## config.mk

```make
export PLATFORM = sky130hd
export DESIGN_NAME = regfile_wb_arbiter
export DESIGN_NICKNAME = d
export VERILOG_FILES = /design/src/rtl/regfile_wb_arbiter_pkg.sv /design/src/rtl/regfile_wb_arbiter_pick.sv /design/src/rtl/regfile_wb_arbiter.sv
export SDC_FILE = /design/constraint.sdc
export NUM_CORES = 1
export LEC_CHECK = 0
export BUFFER_PORTS_ARGS = -buffer_cell sky130_fd_sc_hd__clkbuf_2
export CAP_MARGIN = 20
export CORE_UTILIZATION = 45
export CTS_BUF_LIST = sky130_fd_sc_hd__clkbuf_8
export DETAILED_ROUTE_END_ITERATION = 12
export GPL_TIMING_DRIVEN = 0
export PLACE_DENSITY = 0.82
export SYNTH_ARGS = -nofsm -noshare
export SYNTH_HDL_FRONTEND = slang
export SYNTH_HIERARCHICAL = 1
export SYNTH_SLANG_ARGS = --single-unit
export TNS_END_PERCENT = 5
```

## constraint.sdc

```tcl
create_clock -name clk -period 5.5 [get_ports clk]
set_input_delay 1.1 -clock clk [delete_from_list [all_inputs] [get_ports clk]]
set_output_delay 1.1 -clock clk [all_outputs]
set_load 0.1 [all_outputs]
```

## src/rtl/regfile_wb_arbiter_pkg.sv

```systemverilog
// Register-file constants, arbiter port bundles and pointer helper,
// shared between the write-back arbiter and the register file.
package regfile_wb_arbiter_pkg;

  localparam int RF_SEL_W    = 4;
  localparam int RF_DATA_W   = 32;
  localparam int RF_NUM_REGS = 1 << RF_SEL_W;
  localparam int WB_NUM_REQ  = 3;

  typedef struct packed {
    logic                             hold;
    logic [WB_NUM_REQ-1:0]            req_valid;
    logic [WB_NUM_REQ*RF_SEL_W-1:0]   req_sel;
    logic [WB_NUM_REQ*RF_DATA_W-1:0]  req_data;
  } PortIn_WbArbiter;

  typedef struct packed {
    logic [WB_NUM_REQ-1:0] req_ready;
    logic                  wr_en;
    logic [RF_SEL_W-1:0]   wr_sel;
    logic [RF_DATA_W-1:0]  wr_data;
    logic                  busy;
  } PortOut_WbArbiter;

  // (g+1) mod num_req without a divider
  function automatic int next_ptr(input int g, input int num_req);
    return (g >= num_req - 1) ? 0 : g + 1;
  endfunction

endpackage

```

## src/rtl/regfile_wb_arbiter_pick.sv

```systemverilog
// Combinational one-hot picker: first valid bit at or after start_idx,
// wrapping around; also returns the encoded winner index.
module regfile_wb_arbiter_pick #(
  parameter int N     = 3,
  parameter int IDX_W = 2
) (
  input  logic [N-1:0]     valid,
  input  logic [IDX_W-1:0] start_idx,
  output logic [N-1:0]     grant,
  output logic [IDX_W-1:0] grant_idx,
  output logic             grant_any
);

  int               cand;
  logic [IDX_W-1:0] cand_idx;

  always_comb begin
    grant     = '0;
    grant_idx = '0;
    grant_any = 1'b0;
    cand      = 0;
    cand_idx  = '0;
    for (int k = 0; k < N; k++) begin
      cand = int'(start_idx) + k;
      if (cand >= N) cand = cand - N;
      cand_idx = IDX_W'(cand);
      if (!grant_any && valid[cand_idx]) begin
        grant_any       = 1'b1;
        grant[cand_idx] = 1'b1;
        grant_idx       = cand_idx;
      end
    end
  end

endmodule

```

## src/rtl/regfile_wb_arbiter.sv

```systemverilog
// Write-back arbiter for the register file's single write port.
// Build option REGFILE_WB_ARBITER_ROUND_ROBIN_EN: round-robin; otherwise fixed priority.
module regfile_wb_arbiter
  import regfile_wb_arbiter_pkg::*;
#(
  parameter int NUM_REQ = WB_NUM_REQ,
  parameter int SEL_W   = RF_SEL_W,
  parameter int DATA_W  = RF_DATA_W
) (
  input  logic                      clk,
  input  logic                      rst,
  input  logic                      hold,
  input  logic [NUM_REQ-1:0]        req_valid,
  input  logic [NUM_REQ*SEL_W-1:0]  req_sel,
  input  logic [NUM_REQ*DATA_W-1:0] req_data,
  output logic [NUM_REQ-1:0]        req_ready,
  output logic                      wr_en,
  output logic [SEL_W-1:0]          wr_sel,
  output logic [DATA_W-1:0]         wr_data,
  output logic                      busy
);

  localparam int IDX_W = (NUM_REQ > 1) ? $clog2(NUM_REQ) : 1;

  logic [NUM_REQ-1:0] valid_gated;
  logic [NUM_REQ-1:0] grant;
  logic [IDX_W-1:0]   grant_idx;
  logic [IDX_W-1:0]   start_idx;
  logic               grant_any;
  logic [SEL_W-1:0]   sel_mux;
  logic [DATA_W-1:0]  data_mux;

  // Reset and hold both mask every request before arbitration
  assign valid_gated = (rst || hold) ? '0 : req_valid;

`ifdef REGFILE_WB_ARBITER_ROUND_ROBIN_EN
  logic [IDX_W-1:0] ptr_q;
  logic [IDX_W-1:0] ptr_d;

  always_comb begin
    ptr_d = ptr_q;
    if (grant_any) ptr_d = IDX_W'(next_ptr(int'(grant_idx), NUM_REQ));
  end

  always_ff @(posedge clk) begin
    if (rst) ptr_q <= '0;
    else     ptr_q <= ptr_d;
  end

  assign start_idx = ptr_q;
`else
  assign start_idx = '0;
`endif

  regfile_wb_arbiter_pick #(
    .N     (NUM_REQ),
    .IDX_W (IDX_W)
  ) u_pick (
    .valid     (valid_gated),
    .start_idx (start_idx),
    .grant     (grant),
    .grant_idx (grant_idx),
    .grant_any (grant_any)
  );

  assign req_ready = grant;

  always_comb begin
    sel_mux  = '0;
    data_mux = '0;
    for (int i = 0; i < NUM_REQ; i++) begin
      if (grant[i]) begin
        sel_mux  = req_sel[i*SEL_W +: SEL_W];
        data_mux = req_data[i*DATA_W +: DATA_W];
      end
    end
  end

  // r0 writes are consumed but never enabled
  always_ff @(posedge clk) begin
    if (rst) begin
      wr_en   <= 1'b0;
      wr_sel  <= '0;
      wr_data <= '0;
      busy    <= 1'b0;
    end else begin
      wr_en <= grant_any && (sel_mux != '0);
      if (grant_any) begin
        wr_sel  <= sel_mux;
        wr_data <= data_mux;
      end
      busy <= |(req_valid & ~grant);
    end
  end

endmodule

```

==> impl_metrics.csv, run 1 <==
group,metric,value,unit
sta,drv_slew,0,
setup_path,end_kind,"primary output",
cells_and_area,multi_input_area,1620,µm²
synth,netlist_area,2630,µm²
drt,drc,0,
clocking,clk_pin_slew,0.07,ns
drt,wl,7740,µm
setup_path,crit_type,"input port to primary output",
cells_and_area,finalInstanceArea,3610,µm²
floorplanning,dieWidth,78.5,µm
drt,dr.pass1.iters,4,
hold_path,hold_class,"flop to flop",
run_status,status,"completed",
global_routing,antenna_found_initial,0,
placed_design,post-place-ws,1.05,ns
sta,finalHoldViolCount,0,
clocking,cts.path.max_buffers,2,
setup_path,r2r_slack,4.85,ns
setup_path,required,4.40,ns
placed_design,gp_congestion,0.948,
floorplanning,die-area,6160,µm²
clocking,numCtsBuffers,5,
drt,top_layer,"met4",
floorplanning,start_util,47.2,%
setup_path,slowest_stage,"clkbuf_2",
clocking,worstSkewPairLatency,0.29,ns
sta,setup_ws,1.08,ns
drt,wl_met1,3290,µm
sta,clock.fmax,0.226,GHz
floorplanning,die_h,78.5,µm
clocking,post_cts_resized,0,
global_routing,grt_pass1_wl,12400,µm
setup_path,cpMostUsedCell,"clkbuf_2",
sta,finalClockSkew,0,ns
sta,slew_headroom,58.9,%
global_routing,grt_max_degree,13,
power,powerDensity,241,nW/µm²
placed_design,dp_cells,498,
sta,grt_setup_unrepaired,"no",
sta,finalSetupViolations,0,
clocking,cts-root-buf,"clkbuf_8",
power,cellLeakagePower,1.58,nW
cells_and_area,antenna_cells,0,
setup_path,arrival,3.32,ns
cells_and_area,nets,551,
clocking,cts_tree,"yes",
clocking,cts_hold_buf,0,
cells_and_area,fin_cells,506,
drt,wl_met2,3840,µm
placed_design,port_buffers,154,
drt,drt-initial-drc-count,154,
cells_and_area,fill_cells,495,
setup_path,start_kind,"input port",
global_routing,first_global_vias,2673,
drt,routed_via_density,5.54,
synth,synth_cells,267,
synth,synthesis.area_per_instance,9.85,µm²
cells_and_area,final_cell_mix,"clkbuf_2, nand2b_1, dfxtp_1",
drt,vias,2803,
cells_and_area,syn_to_final_growth,37.0,%
synth,synth_warnings,6,
power,irDropWorstVdd,124,µV
setup_path,cp_max_fo,10,
floorplanning,row_count,27,
floorplanning,io_pins,155,
setup_path,crit_chain,"clkbuf_2 -> clkbuf_1 -> nor2_1 -> and2_1 -> mux2i_4 -> o21ai_2 -> a21oi_1 -> a22oi_1 -> clkbuf_2",
sta,setup_tns,0,ns
flow_run,drv_cap,0,
sta,fin_crit,4.42,ns
sta,worst_slew_pin_slew,0.612,ns
clocking,cts_htree_levels,2,
setup_path,r2r_cells,2,
floorplanning,core-area,5570,µm²
sta,fin_crit_sh,80.3,%
placed_design,dp_hpwl,6030,µm
setup_path,rr_startpoint,"wr_data[8]",
cells_and_area,drive_gt1_share,51.6,%
placed_design,placed_cell_area,3510,µm²
drt,wl_met3,462,µm
setup_path,critPathMaxStageDelay,0.56,ns
clocking,clkSinkCount,38,
setup_path,crit_end,"req_ready[0]",
sta,fin_hold_ws,0.475,ns
drt,wl_per_cell,15.3,µm
clocking,cts_setup_buffers,0,
setup_path,r2r-end,"wr_data[8]",
global_routing,grt.total_usage,25.6,%
cells_and_area,seq_area,761,µm²
setup_path,critPathLaunch,"rst",
cells_and_area,final_common_cell,"clkbuf_2",
drt,drtAntennaViolNets,0,
global_routing,grt-ovfl-total,0,
-- sequential cells by signal, summed over array words and instances, names as in the netlist --
| register | count |
|---|---|
| wr_sel | 4 |
| wr_en | 1 |
| wr_data | 32 |
| busy | 1 |
-- through the flow --
stage	power [mW]	utilization [%]
after CTS	0.871	64.7
after global placement	0.663	63.0
after detailed placement	0.669	63.0
after global routing	0.905	64.7
final	0.867	64.7
after floorplan	0.575	-
-- layout make-up --
cell class,instances,share of cell area [%]
multi-input cells,200,45.0
repair buffers,154,21.4
flip-flops and latches,38,21.1
plain buffers,28,6.77
well taps,72,2.50
clock buffers,6,2.29
inverters,6,0.625
clock inverters,2,0.347
-- worst min path at each step --
stage | from | to | slack, ns | cells past startpoint
floorplan | wr_sel[0] | wr_sel[0] | 0.92 | 2
global placement | wr_sel[0] | wr_sel[0] | 0.47 | 2
detailed placement | wr_sel[1] | wr_sel[1] | 0.47 | 2
CTS | wr_sel[2] | wr_sel[2] | 0.48 | 2
global route | wr_sel[1] | wr_sel[1] | 0.50 | 2
finish | wr_sel[0] | wr_sel[0] | 0.48 | 2
-- power by group --
group / internal, mW / total, mW / switching [mW]
clock: 0.101 / 0.204 / 0.103
combinational: 0.121 / 0.363 / 0.243
sequential: 0.291 / 0.300 / 0.00857
-- metal layers --
metal | up-vias | track usage (%)
li1 | 1347 | -
met3 | 14 | 5.47
met1 | 1320 | 30.2
met4 | 0 | 8.52
met5 | - | 0
met2 | 122 | 45.7
-- critical path: cells and delay by family --
kind                   cells  cell delay, ns
AO/OA/AOI/OAI              3            0.74
multiplexers               1            0.10
buffers and inverters      3            0.89
AND/OR/NAND/NOR            2            0.48
No activity file was read; power rests on OpenSTA's default activity.
==> inputs of run 2 (changes only) <==
--- a/config.mk
+++ b/config.mk
@@ -7,11 +7,11 @@
 export LEC_CHECK = 0
 export BUFFER_PORTS_ARGS = -buffer_cell sky130_fd_sc_hd__clkbuf_2
 export CAP_MARGIN = 20
-export CORE_UTILIZATION = 45
+export CORE_UTILIZATION = 41
 export CTS_BUF_LIST = sky130_fd_sc_hd__clkbuf_8
 export DETAILED_ROUTE_END_ITERATION = 12
 export GPL_TIMING_DRIVEN = 0
-export PLACE_DENSITY = 0.82
+export PLACE_DENSITY = 0.79
 export SYNTH_ARGS = -nofsm -noshare
 export SYNTH_HDL_FRONTEND = slang
 export SYNTH_HIERARCHICAL = 1
==> constraint.sdc (replaced) <==
create_clock -name clk -period 3.66 [get_ports clk]
set_input_delay 0.732 -clock clk [delete_from_list [all_inputs] [get_ports clk]]
set_output_delay 0.732 -clock clk [all_outputs]
set_load 0.1 [all_outputs]
==> run 2 against run 1 <==
Clock skew unchanged. Combinational power up 52%. Sequential cell count unchanged. Register-to-register slack worse by 1.8 ns. Clock power up 77%.
==> impl_metrics.csv, run 2 (synthesized netlist as in run 1, its figures left out) <==
group,metric,value,unit
clocking,worstSkewPairLatency,0.28,ns
flow_run,drv_cap,0,
hold_path,hold_end,"wr_sel[3]",
cells_and_area,fin_cells,508,
setup_path,arrival,2.72,ns
sta,finalSetupViolations,0,
placed_design,dp_hpwl,6240,µm
sta,fin_crit_sh,94.5,%
drt,drtAntennaViolNets,0,
clocking,cts_setup_buffers,0,
power,pwr-share-clk,26.5,%
drt,vias,2751,
cells_and_area,multi_input_area,1630,µm²
floorplanning,die_h,82.1,µm
setup_path,crit_type,"input port to primary output",
clocking,clkSinkCount,38,
cells_and_area,final_common_cell,"clkbuf_2",
power,cellLeakagePower,1.60,nW
drt,wl_per_cell,15.6,µm
cells_and_area,largest_registers,"wr_data: 32 flops, wr_sel: 4 flops",
setup_path,r2r_cells,2,
sta,finalClockSkew,0,ns
clocking,clk_pin_slew,0.08,ns
clocking,cts.path.max_buffers,2,
cells_and_area,syn_to_final_growth,38.5,%
clocking,numCtsBuffers,5,
placed_design,port_buffers,154,
hold_path,whs_path_depth,2,
run_status,status,"completed",
floorplanning,row_count,28,
global_routing,first_global_vias,2538,
setup_path,end_kind,"primary output",
floorplanning,core-area,6060,µm²
cells_and_area,antenna_cells,0,
global_routing,antenna_found_initial,0,
global_routing,grt.busiest_layer,"met2",
clocking,cts_tree,"yes",
global_routing,grt.total_usage,23.1,%
cells_and_area,final_core_util,60.1,%
drt,drc,0,
clocking,cts_htree_levels,2,
power,p_int,839,µW
setup_path,required,2.93,ns
setup_path,start_kind,"input port",
floorplanning,start_util,43.4,%
cells_and_area,final_cell_mix,"clkbuf_2, nand2b_1, dfxtp_1",
power,netSwitchingPower,523,µW
cells_and_area,top_register,"wr_data",
sta,worst_slew_pin_slew,0.603,ns
floorplanning,die-area,6740,µm²
drt,wl,7920,µm
cells_and_area,drive_gt1_share,52.2,%
drt,routed_via_density,5.42,
sta,setup_tns,0,ns
sta,fin_hold_ws,0.473,ns
drt,drt-initial-drc-count,92,
sta,clock.fmax,0.289,GHz
power,combPwrFrac,40.4,%
global_routing,grt_max_degree,12,
global_routing,grt-ovfl-total,0,
sta,drv_slew,0,
global_routing,use_met2,40.2,%
sta,finalHoldViolCount,0,
drt,dr.pass1.iters,5,
sta,grt_setup_unrepaired,"no",
placed_design,dp_cells,501,
sta,fin_crit,3.46,ns
hold_path,worstHoldStart,"wr_sel[3]",
hold_path,hold_class,"flop to flop",
setup_path,r2r_slack,3.01,ns
global_routing,grt_pass1_wl,11800,µm
setup_path,rr_startpoint,"wr_data[0]",
power,pwr-share-seq,33.1,%
setup_path,r2r-end,"wr_data[0]",
global_routing,grtUsageMet3,5.16,%
power,total_power,1.36,mW
clocking,post_cts_resized,0,
clocking,cts_hold_buf,0,
clocking,cts-root-buf,"clkbuf_8",
cells_and_area,seq_area,761,µm²
placed_design,gp_congestion,0.894,
setup_path,cp_max_fo,10,
floorplanning,dieWidth,82.1,µm
cells_and_area,nets,551,
power,powerDensity,374,nW/µm²
power,swShare,38.4,%
cells_and_area,fill_cells,541,
floorplanning,io_pins,155,
sta,slew_headroom,59.8,%
power,irDropWorstVdd,191,µV
cells_and_area,largest_reg_flops,32,
global_routing,gr-usage-met1,27.3,%
[run 2: worst max-delay path by stage]
stage,depth (start not counted),startpoint,slack [ns],to
5_1_grt,9,rst,0.02,req_ready[0]
6_report,9,rst,0.20,req_ready[0]
2_1_floorplan,12,rst,0.08,wr_data[10]
3_5_place_dp,9,rst,0.06,req_ready[0]
4_1_cts,9,rst,0.05,req_ready[0]
3_3_place_gp,9,rst,0.12,req_ready[0]
[run 2: cell type report]
| class | instances | share of cell area, % |
|---|---|---|
| multi-input cells | 200 | 44.8 |
| inverters | 6 | 0.618 |
| clock buffers | 6 | 2.27 |
| clock inverters | 1 | 0.824 |
| plain buffers | 28 | 6.70 |
| well taps | 75 | 2.58 |
| flip-flops and latches | 38 | 20.9 |
| repair buffers | 154 | 21.3 |
[run 2: worst max-delay path, stage by stage]
cell and delay (ns):
clkbuf_2 0.09, clkbuf_1 0.26, nor2_1 0.21, and2_1 0.27
mux2i_4 0.10, o21ai_2 0.25, a21oi_1 0.09, a22oi_2 0.34
buf_4 0.37
[run 2: layer usage]
layer	up-vias	routed length [µm]
met5	-	0
met1	1254	3380
li1	1346	-
met4	0	204
met2	130	3830
met3	21	509
[run 2: power by group through the flow]
stage / Clock [mW] / Sequential, mW / Combinational (mW)
after floorplan: 0 / 0.634 / 0.231
after global placement: 0 / 0.459 / 0.541
after detailed placement: 0 / 0.460 / 0.549
after CTS: 0.372 / 0.451 / 0.550
after global routing: 0.393 / 0.453 / 0.583
final: 0.361 / 0.451 / 0.551
[run 2: per-stage QoR]
stage,area (µm²),setup slack [ns]
after floorplan,2660,0.0804
after global placement,3530,0.118
after detailed placement,3530,0.0576
after CTS,3640,0.0531
after global routing,3640,0.0187
final,3640,0.203
==> inputs of run 3 (changes only) <==
--- a/config.mk
+++ b/config.mk
@@ -10,7 +10,6 @@
 export CORE_UTILIZATION = 41
 export CTS_BUF_LIST = sky130_fd_sc_hd__clkbuf_8
 export DETAILED_ROUTE_END_ITERATION = 12
-export GPL_TIMING_DRIVEN = 0
 export PLACE_DENSITY = 0.79
 export SYNTH_ARGS = -nofsm -noshare
 export SYNTH_HDL_FRONTEND = slang
==> run 3 against run 2 <==
Register-to-register slack barely moved. Critical endpoint unchanged. Sequential cell count unchanged. Critical path depth is 1 lower. Largest cell class unchanged. Global-route usage decreased by 1.3 points. Fmax up 15%. Highest routed layer unchanged. Via count is 4.6% lower.
==> impl_metrics.csv, run 3 (synthesized netlist as in run 1, its figures left out) <==
group,metric,value,unit
cells_and_area,finalInstanceArea,3560,µm²
clocking,cts.path.max_buffers,2,
floorplanning,row_count,28,
drt,drt-initial-drc-count,155,
hold_path,hold_class,"flop to flop",
cells_and_area,seq_area,761,µm²
sta,worst_slew_pin_slew,0.572,ns
clocking,cts_htree_levels,2,
global_routing,grt.busiest_layer,"met2",
global_routing,grt_pass1_wl,11200,µm
drt,wl,7350,µm
floorplanning,io_pins,155,
cells_and_area,largest_reg_flops,32,
sta,grt_setup_unrepaired,"no",
flow_run,drv_cap,0,
drt,drtAntennaViolNets,0,
setup_path,required,2.93,ns
sta,drv_slew,0,
global_routing,grtUsageMet3,5.49,%
clocking,cts_tree,"yes",
power,swShare,36.6,%
power,p_int,898,µW
global_routing,grt-ovfl-total,0,
power,total_power,1.42,mW
placed_design,gp_congestion,0.831,
global_routing,first_global_vias,2441,
placed_design,dp_cells,483,
sta,fin_crit,3.01,ns
global_routing,grt.total_usage,21.8,%
cells_and_area,fill_cells,546,
power,cellLeakagePower,1.55,nW
cells_and_area,antenna_cells,0,
placed_design,placed_cell_area,3420,µm²
cells_and_area,fin_cells,491,
cells_and_area,nets,533,
placed_design,port_buffers,154,
setup_path,arrival,2.28,ns
global_routing,gr-usage-met1,24.9,%
clocking,cts-root-buf,"clkbuf_8",
cells_and_area,final_common_cell,"clkbuf_2",
setup_path,end_kind,"primary output",
sta,finalClockSkew,0,ns
sta,fin_crit_sh,82.2,%
global_routing,grt_max_degree,41,
setup_path,crit_type,"input port to primary output",
hold_path,whs_path_depth,2,
setup_path,r2r_cells,2,
sta,setup_tns,0,ns
sta,clock.fmax,0.332,GHz
clocking,post_cts_resized,0,
power,netSwitchingPower,519,µW
clocking,clk_pin_slew,0.08,ns
cells_and_area,multi_input_area,1650,µm²
global_routing,antenna_found_initial,0,
run_status,status,"completed",
sta,finalHoldViolCount,0,
sta,slew_headroom,62.1,%
placed_design,dp_hpwl,5400,µm
cells_and_area,drive_gt1_share,52.6,%
power,powerDensity,398,nW/µm²
clocking,cts_hold_buf,0,
global_routing,use_met2,39.4,%
floorplanning,start_util,43.4,%
floorplanning,die_h,82.1,µm
drt,dr.pass1.iters,5,
clocking,worstSkewPairLatency,0.29,ns
power,combPwrFrac,37.2,%
cells_and_area,final_cell_mix,"clkbuf_2, nand2b_1, dfxtp_1",
cells_and_area,top_register,"wr_data",
power,irDropWorstVdd,206,µV
floorplanning,die-area,6740,µm²
clocking,numCtsBuffers,5,
drt,vias,2625,
floorplanning,dieWidth,82.1,µm
power,pwr-share-clk,31.0,%
floorplanning,core-area,6060,µm²
drt,routed_via_density,5.35,
drt,wl_per_cell,15.0,µm
sta,fin_hold_ws,0.474,ns
power,pwr-share-seq,31.8,%
setup_path,cp_max_fo,7,
cells_and_area,syn_to_final_growth,35.4,%
clocking,clkSinkCount,38,
clocking,cts_setup_buffers,0,
setup_path,start_kind,"input port",
drt,drc,0,
cells_and_area,largest_registers,"wr_data: 32 flops, wr_sel: 4 flops",
sta,finalSetupViolations,0,
==> run 3: cell count changes in the layout (fill, tap and decap cells not counted), sizes merged <==
cell,previous run,this run
clkbuf,173,157
buf,15,13
bufinv,1,2
==> run 3: worst paths after layout <==
check / start / to / slack (ns)
worst max-delay path: hold / req_ready[0] / 0.65
worst min-delay path: wr_sel[3] / wr_sel[3] / 0.47
worst max register to register: wr_data[5] / wr_data[5] / 3.01
worst min register to register: wr_sel[3] / wr_sel[3] / 0.47
==> run 3: cell type report <==
class	instances	share of cell area (%)
clock buffer	6	2.32
clock inverter	2	1.69
inverter	6	0.632
multi-input combinational	200	46.4
sequential	38	21.4
tap	75	2.63
timing repair buffer	164	25.0
==> run 3: per-layer routing <==
| metal | up-vias | share of wire, % |
|---|---|---|
| met5 | - | 0 |
| met4 | 0 | 1.6 |
| met3 | 14 | 7.3 |
| met2 | 121 | 49 |
| met1 | 1185 | 42 |
| li1 | 1305 | - |
==> run 3: power groups by stage <==
stage / clock network (mW) / logic [mW] / registers [mW]
4_1_cts: 0.453 / 0.528 / 0.451
5_1_grt: 0.472 / 0.560 / 0.454
3_3_place_gp: 0 / 0.522 / 0.460
2_1_floorplan: 0 / 0.231 / 0.634
3_5_place_dp: 0 / 0.527 / 0.460
6_report: 0.440 / 0.527 / 0.451
==> run 3: worst max-delay path, cell delays in order <==
cell      delay [ns]
clkbuf_2        0.09
nor2_1          0.13
and2_1          0.25
mux2i_4         0.10
o21ai_2         0.27
a21oi_1         0.09
a22oi_2         0.38
buf_12          0.23
==> run 3: per-stage QoR <==
step | setup slack, ns | util (%)
floorplan | 0.0804 | -
global placement | 0.668 | 56.4
detailed placement | 0.603 | 56.4
CTS | 0.647 | 58.8
global route | 0.501 | 58.8
finish | 0.650 | 58.8
